===== src/rtl/wide_uart_arbiter.sv =====
`default_nettype none
// ============================================================================
// Module      : wide_uart_arbiter
// Description : Round-robin sharing of one wide_uart link between two AXIS
//               requesters. A tag FIFO remembers who issued each word so the
//               returning responses can be steered back to their owners.
// Revision    : 1.0 - initial release
// ============================================================================
module wide_uart_arbiter #(
    parameter int DATA_W = 64,
    parameter int DEPTH  = 4
) (
    input  logic                       clk,
    input  logic                       rst,
    input  logic [DATA_W-1:0]          s0_tdata,
    input  logic                       s0_tvalid,
    output logic                       s0_tready,
    input  logic [DATA_W-1:0]          s1_tdata,
    input  logic                       s1_tvalid,
    output logic                       s1_tready,
    output logic [DATA_W-1:0]          r0_tdata,
    output logic                       r0_tvalid,
    input  logic                       r0_tready,
    output logic [DATA_W-1:0]          r1_tdata,
    output logic                       r1_tvalid,
    input  logic                       r1_tready,
    output logic [DATA_W-1:0]          u_tx_tdata,
    output logic                       u_tx_tvalid,
    input  logic                       u_tx_tready,
    input  logic [DATA_W-1:0]          u_rx_tdata,
    input  logic                       u_rx_tvalid,
    output logic                       u_rx_tready,
    output logic [$clog2(DEPTH+1)-1:0] outstanding,
    output logic                       orphan_err
);

    localparam int PTR_W = $clog2(DEPTH);
    localparam int CNT_W = $clog2(DEPTH+1);
    localparam logic [CNT_W-1:0] c_depth = CNT_W'(DEPTH);

    typedef enum logic [0:0] {
        S_IDLE = 1'b0,
        S_SEND = 1'b1
    } state_t;

    state_t             r_state;
    state_t             w_state_nxt;
    logic               r_grant;
    logic               w_grant_nxt;
    logic               r_last_grant;
    logic [DEPTH-1:0]   r_tag_mem;
    logic [PTR_W-1:0]   r_wr_ptr;
    logic [PTR_W-1:0]   r_rd_ptr;
    logic [CNT_W-1:0]   r_count;
    logic               r_orphan;

    logic               w_sel_valid;
    logic               w_space;
    logic               w_push;
    logic               w_pop;
    logic               w_nonempty;
    logic               w_head;

    assign w_sel_valid = r_grant ? s1_tvalid : s0_tvalid;
    assign w_space     = (r_count < c_depth);
    assign w_nonempty  = (r_count != '0);
    assign w_head      = r_tag_mem[r_rd_ptr];

    // Arbitration FSM: next state, grant selection and transmit-side muxing
    always_comb begin
        w_state_nxt = r_state;
        w_grant_nxt = r_grant;
        w_push      = 1'b0;
        u_tx_tdata  = r_grant ? s1_tdata : s0_tdata;
        u_tx_tvalid = 1'b0;
        s0_tready   = 1'b0;
        s1_tready   = 1'b0;
        case (r_state)
            S_IDLE: begin
                if ((s0_tvalid || s1_tvalid) && w_space) begin
                    w_state_nxt = S_SEND;
                    if (s0_tvalid && s1_tvalid)
                        w_grant_nxt = ~r_last_grant;
                    else
                        w_grant_nxt = s1_tvalid;
                end
            end
            S_SEND: begin
                u_tx_tvalid = w_sel_valid;
                s0_tready   = ~r_grant & u_tx_tready;
                s1_tready   =  r_grant & u_tx_tready;
                // A requester withdrawing its word abandons the grant unpushed
                if (!w_sel_valid) begin
                    w_state_nxt = S_IDLE;
                end else if (u_tx_tready) begin
                    w_push      = 1'b1;
                    w_state_nxt = S_IDLE;
                end
            end
            default: w_state_nxt = S_IDLE;
        endcase
    end

    // Response steering by the tag at the FIFO head; orphans are sunk
    assign r0_tdata    = u_rx_tdata;
    assign r1_tdata    = u_rx_tdata;
    assign r0_tvalid   = w_nonempty & ~w_head & u_rx_tvalid;
    assign r1_tvalid   = w_nonempty &  w_head & u_rx_tvalid;
    assign u_rx_tready = w_nonempty ? (w_head ? r1_tready : r0_tready) : 1'b1;
    assign w_pop       = w_nonempty & u_rx_tvalid & u_rx_tready;

    assign outstanding = r_count;
    assign orphan_err  = r_orphan;

    // FSM state, current grant and round-robin history
    always_ff @(posedge clk or negedge rst) begin
        if (!rst) begin
            r_state      <= S_IDLE;
            r_grant      <= 1'b0;
            r_last_grant <= 1'b1;
        end else begin
            r_state <= w_state_nxt;
            r_grant <= w_grant_nxt;
            if (w_push)
                r_last_grant <= r_grant;
        end
    end

    // Tag FIFO storage, pointers and occupancy
    always_ff @(posedge clk or negedge rst) begin
        if (!rst) begin
            r_tag_mem <= '0;
            r_wr_ptr  <= '0;
            r_rd_ptr  <= '0;
            r_count   <= '0;
        end else begin
            if (w_push) begin
                r_tag_mem[r_wr_ptr] <= r_grant;
                r_wr_ptr            <= r_wr_ptr + PTR_W'(1);
            end
            if (w_pop)
                r_rd_ptr <= r_rd_ptr + PTR_W'(1);
            case ({w_push, w_pop})
                2'b10:   r_count <= r_count + CNT_W'(1);
                2'b01:   r_count <= r_count - CNT_W'(1);
                default: r_count <= r_count;
            endcase
        end
    end

    // Sticky flag for responses arriving with nothing outstanding
    always_ff @(posedge clk or negedge rst) begin
        if (!rst)
            r_orphan <= 1'b0;
        else if (!w_nonempty && u_rx_tvalid)
            r_orphan <= 1'b1;
    end

endmodule
`default_nettype wire

===== config.mk =====
export PLATFORM = sky130hd
export DESIGN_NAME = wide_uart_arbiter
export DESIGN_NICKNAME = d
export VERILOG_FILES = /design/src/rtl/wide_uart_arbiter.sv
export SDC_FILE = /design/constraint.sdc
export NUM_CORES = 1
export LEC_CHECK = 0
export BUFFER_PORTS_ARGS = -buffer_cell sky130_fd_sc_hd__clkbuf_2
export CORE_AREA = 2 2 158 160
export DETAILED_ROUTE_END_ITERATION = 16
export DIE_AREA = 0 0 160 162
export SLEW_MARGIN = 0
export SYNTH_ARGS = -nofsm -noshare
export SYNTH_HDL_FRONTEND = slang
export SYNTH_SLANG_ARGS = --single-unit
export TNS_END_PERCENT = 5

===== constraint.sdc =====
create_clock -name clk -period 2.65 [get_ports clk]
set_input_delay 0.53 -clock clk [delete_from_list [all_inputs] [get_ports clk]]
set_output_delay 0.53 -clock clk [all_outputs]
set_load 0.01 [all_outputs]

==> results of run 1 <==
[cells in the final DEF, fill, tap and decap left out, types with 2 or more instances in the layout]
master and instances:
buf_4 2, clkbuf_16 3, clkbuf_2 209, dfrtp_1 13, ha_1 5, inv_1 7
mux2_2 69, mux2i_1 2, nand2_1 9, nor2_1 4, nor2_2 2, o21ai_0 3
xnor2_1 2, xor2_1 4
[registers in the layout, indices dropped and copies added, names as in the netlist]
signal / count
orphan_err: 1
r_grant: 1
r_tag_mem: 4
r_state: 1
r_last_grant: 1
r_rd_ptr: 2
r_wr_ptr: 2
outstanding: 3
[stage by stage]
stage          power (W)  hold WS, ns
2_1_floorplan   0.001790       0.2344
3_3_place_gp    0.002309       0.4649
3_5_place_dp    0.002327       0.4616
4_1_cts         0.002637       0.2054
5_1_grt         0.002801       0.2256
6_report        0.002577       0.1989
[final cells by class]
cell class,instances,area (um2)
clock buffers,4,78.83
well taps,324,405.4
inverters,7,26.28
flip-flops and latches,15,380.4
multi-input cells,114,1125
fillers,2823,21010
repair buffers,212,1081
[synthesized netlist by cell type, types with 2 or more instances]
cell,number
nor2_2,2
xnor2_1,2
inv_1,7
xor2_1,4
mux2_2,69
mux2i_1,2
buf_4,128
nor2_1,4
clkbuf_1,2
nand2_1,9
o21ai_0,3
dfrtp_1,14
ha_1,5
buf_2,5
[worst max-delay path, stage by stage (launching register included)]
cell and delay [ns]:
dfrtp_1 0.38, mux4_2 0.57, mux2i_2 0.20, nor2_2 0.13
ha_1 0.20, inv_1 0.06, fa_1 0.37, xor2_1 0.15
nor2_1 0.11, xor2_1 0.14
[power by group through the flow]
stage	clock [W]	combinational, W	sequential [W]
6_report	0.000297	0.00182	0.000458
5_1_grt	0.000314	0.00201	0.000476
4_1_cts	0.000303	0.00187	0.000458
3_5_place_dp	0	0.00187	0.000460
3_3_place_gp	0	0.00185	0.000454
2_1_floorplan	0	0.00135	0.000436
[routing by layer]
layer  track usage  share of wire  up-vias
li1              -              -      928
met1       0.07473           0.34      851
met2        0.1041           0.43      189
met3       0.05848           0.19       40
met4       0.03276          0.040        0
met5             0              0        -
[logic make-up (layout without fill, tap and decap cells)]
family	count (synthesis)	in the layout	share of synthesized area
XOR/XNOR	6	6	0.02081
AO/OA/AOI/OAI	6	6	0.01338
flip-flops	15	15	0.1492
adder cells (fa/ha/maj)	6	6	0.03271
multiplexers	73	73	0.3300
AND/OR/NAND/NOR	23	23	0.04857
buffers and inverters	143	223	0.4054
[worst paths after layout]
kind	startpoint	endpoint	slack [ns]	depth (start not counted)
setup / recovery	r_rd_ptr[0]	outstanding[2]	0.27	9
hold / removal	rst	r_rd_ptr[1]	0.20	1
setup reg to reg	r_rd_ptr[0]	outstanding[2]	0.27	9
hold reg to reg	orphan_err	orphan_err	0.48	1
max in group asynchronous	rst	r_last_grant	2.13	1
min in group clk	orphan_err	orphan_err	0.48	1
==> metrics.cfg, run 1 <==
[run_status]
status = finished clean

[place]
pre_cts_slack_ns = 0.2434
placed_area_um2 = 3018
dp_hpwl_mm = 9.236
gp_congestion = 0.7161
portBuffers = 209
dp.cells = 672

[logic_synthesis]
synth_cell_types = 30
ys_seq_area_frac = 0.1492
synth_ff_type = dfrtp_1
yosys.area.top_type = buf_4
yosys-top-cells-area = buf_4, mux2_2, dfrtp_1
netlist_area_um2 = 2525
async_flop_share = 1.000
synth_edf_count = 0
synth_fp_nets = 478
yosysTopAreaCellShare = 0.3806
syn_area_per_cell_um2 = 9.283
ys_warn_count = 0
ys_ff_latch = 15
synth_cells = 272

[clocking]
ctsResizeCount = 0
cts_tree = done
cts_buffers = 3
cts_hold_buf = 0
worstSkewPairLatency_ns = 0.25
cts.sinks = 15
post_cts_buffers = 0
clkTransAtPathRegs_ns = 0.05
cts-htree-levels = 1
cts_buffer_depth = 2
clockRootBuffer = clkbuf_16

[grt]
grt_pass1_wl_mm = 13.61
grt_pass1_vias = 2045
grt_use_total = 0.07167
grt_max_degree = 41
antenna_found_initial = 0
grt_overflow_total = 0

[timing]
period_share = 0.8984
period_needed_ns = 2.381
tns_ns = 0
fin_skew_ns = 0.003201
max_slew_margin = 0.7170
setup_violations = 0
final_max_slew_viol_count = 0
max_freq_mhz = 420.1
rsz0062_at_grt = false
finalHoldViolations = 0
tightest_slew_ns = 0.4245
setup_slack_ns = 0.2693

[critical_path]
cp.arrival_ns = 2.56
required_ns = 2.83
worstSetupPathType = register to register
cp-start-kind = register
end_kind = register
critPathMaxFanout = 3

[route]
drtAntennaViolNets = 0
totalWireLength_mm = 10.17
drt_iter0_markers = 39
drcViolationCount = 0
vias = 2008
routed_via_density = 2.970
wl_per_cell_um = 15.04
first_pass_iters = 4

[pwr]
p_sw_frac = 0.4260
vdd_drop_max_mv = 0.5070
power_frac_seq = 0.178
power.switching_w = 0.001098
power.density_nw_per_um2 = 832.1
p_int_w = 0.001479
power_leakage_nw = 1.564
comb_power_share = 0.707
power_frac_clock = 0.115

[cells_and_area]
area_growth_pct = 22.65
instances_no_fill = 676
final_util = 0.1285
design_area_um2 = 3097
fin_nets = 559
diodes = 0
drive_above_1_share = 0.8295

[floorplan]
io-pin-count = 402
start_util = 0.1047
rows = 57
die-area_um2 = 25920
dieWidth_um = 160
die_height_um = 162
core_area_um2 = 24110

[min_path]
hold_path.class = input pin to asynchronous set/reset pin

[job]
maxCapViolCount = 0

No activity file was read; power rests on OpenSTA's default activity.
==> run 2, diff against run 1 <==
==> constraint.sdc (replaced) <==
create_clock -name clk -period 2.65 [get_ports clk]
set_input_delay 0.3975 -clock clk [delete_from_list [all_inputs] [get_ports clk]]
set_output_delay 0.3975 -clock clk [all_outputs]
set_load 0.01 [all_outputs]
==> run 2 against run 1 <==
Effect of this change: sequential power about the same; power decreased by 0.11%; flip-flop and latch count unchanged; combinational power about the same; first-iteration DRC count increased by 23%; die area unchanged; clock skew decreased by 0.00068 ns; worst hold slack got worse by 0.14 ns; register-to-register slack got worse by 0.05 ns; fmax decreased by 2.2%; global-route usage decreased by 0.15 points; clock power about the same; highest routed layer unchanged.
==> metrics.cfg, run 2 (synthesis results as in run 1) <==
[run_status]
status = finished clean

[place]
dp_hpwl_mm = 9.057
gp_congestion = 0.7321
portBuffers = 209
placed_area_um2 = 3010

[grt]
grt_max_degree = 75
antenna_found_initial = 0
grt_overflow_total = 0
grt_pass1_wl_mm = 13.16
grt_use_total = 0.07014
grt_pass1_vias = 1890

[timing]
tightest_slew_ns = 0.3999
fin_skew_ns = 0.002520
finalHoldViolations = 0
period_share = 0.9190
max_freq_mhz = 410.6
rsz0062_at_grt = false
period_needed_ns = 2.435
setup_violations = 0
tns_ns = 0
max_slew_margin = 0.7334
final_max_slew_viol_count = 0

[pwr]
p_int_w = 0.001471
power.density_nw_per_um2 = 833.2
power_frac_seq = 0.177
p_sw_frac = 0.4285
comb_power_share = 0.708
power_frac_clock = 0.115
power.switching_w = 0.001103
power_leakage_nw = 1.559
vdd_drop_max_mv = 0.8793

[cells_and_area]
layout_commonest_cell = clkbuf_2
drive_above_1_share = 0.8291
fin_nets = 558
largest_reg_flops = 4
area_growth_pct = 22.35
mostFrequentLayoutCells = clkbuf_2, mux2_2, dfrtp_1
top_register = r_tag_mem
design_area_um2 = 3089
diodes = 0

[route]
drt_iter0_markers = 48
wl_per_cell_um = 15.05
routed_via_density = 2.932
drcViolationCount = 0
drtAntennaViolNets = 0
vias = 1979
totalWireLength_mm = 10.16
first_pass_iters = 4

[clocking]
post_cts_buffers = 0
worstSkewPairLatency_ns = 0.25
ctsResizeCount = 0
clkTransAtPathRegs_ns = 0.05
cts.sinks = 15
cts_buffer_depth = 2
cts-htree-levels = 1
cts_tree = done
cts_hold_buf = 0
cts_buffers = 3
clockRootBuffer = clkbuf_16

[floorplan]
rows = 57
start_util = 0.1047
die_height_um = 162
die-area_um2 = 25920
core_area_um2 = 24110
dieWidth_um = 160
io-pin-count = 402

[critical_path]
required_ns = 2.82
cp-start-kind = register
worstSetupPathType = register to register
critPathMaxFanout = 3
cp-startpoint = r_rd_ptr[0]
r2r_start = r_rd_ptr[0]
end_kind = register
cp.arrival_ns = 2.60

[min_path]
hold_path.class = input pin to asynchronous set/reset pin

[job]
maxCapViolCount = 0

[run 2: stage by stage]
step / setup slack [ns] / util / hold slack [ns] / cells / total power (W)
2_1_floorplan: 0.3827 / - / 0.1019 / 272 / 0.001790
3_5_place_dp: 0.2424 / 0.1249 / 0.3390 / 671 / 0.002322
4_1_cts: 0.1820 / 0.1282 / 0.07886 / 675 / 0.002636
5_1_grt: 0.003096 / 0.1282 / 0.08841 / 675 / 0.002788
6_report: 0.2146 / 0.1282 / 0.06347 / 675 / 0.002574
3_3_place_gp: 0.2883 / 0.1249 / 0.3365 / 671 / 0.002305
[run 2: power groups by stage]
stage / registers, W / clock network (W) / logic [W]
6_report: 0.000456 / 0.000297 / 0.00182
5_1_grt: 0.000473 / 0.000316 / 0.00200
4_1_cts: 0.000457 / 0.000303 / 0.00188
3_5_place_dp: 0.000455 / 0 / 0.00187
3_3_place_gp: 0.000448 / 0 / 0.00186
2_1_floorplan: 0.000436 / 0 / 0.00135
[run 2: layout make-up]
| type | instances | area (um2) |
|---|---|---|
| clock buffer | 4 | 78.83 |
| multi-input combinational | 114 | 1125 |
| tap | 324 | 405.4 |
| fill | 2803 | 21020 |
| timing repair buffer | 211 | 1074 |
| sequential | 15 | 380.4 |
| inverter | 7 | 26.28 |
[run 2: final timing paths]
check | end | slack, ns | cells past startpoint
max in group asynchronous | r_last_grant | 2.27 | 1
min reg2reg | orphan_err | 0.48 | 1
max | outstanding[2] | 0.21 | 9
min in group clk | r_grant | 0.37 | 2
max reg2reg | outstanding[2] | 0.21 | 9
min | orphan_err | 0.06 | 1
[run 2: routing by layer]
metal  vias to the layer above  share of wire  GRT usage
li1                        923              -          -
met1                       825           0.36    0.07826
met2                       184           0.41    0.09701
met3                        47           0.17    0.05260
met4                         0          0.052    0.03604
met5                         -              0          0
[run 2: critical path, stage by stage (launching register included)]
cell and delay (ns):
dfrtp_1 0.41, mux4_2 0.58, mux2i_2 0.20, nor2_2 0.12, ha_1 0.19, inv_1 0.06
fa_1 0.37, xor2_1 0.15, nor2_1 0.11, xor2_1 0.16
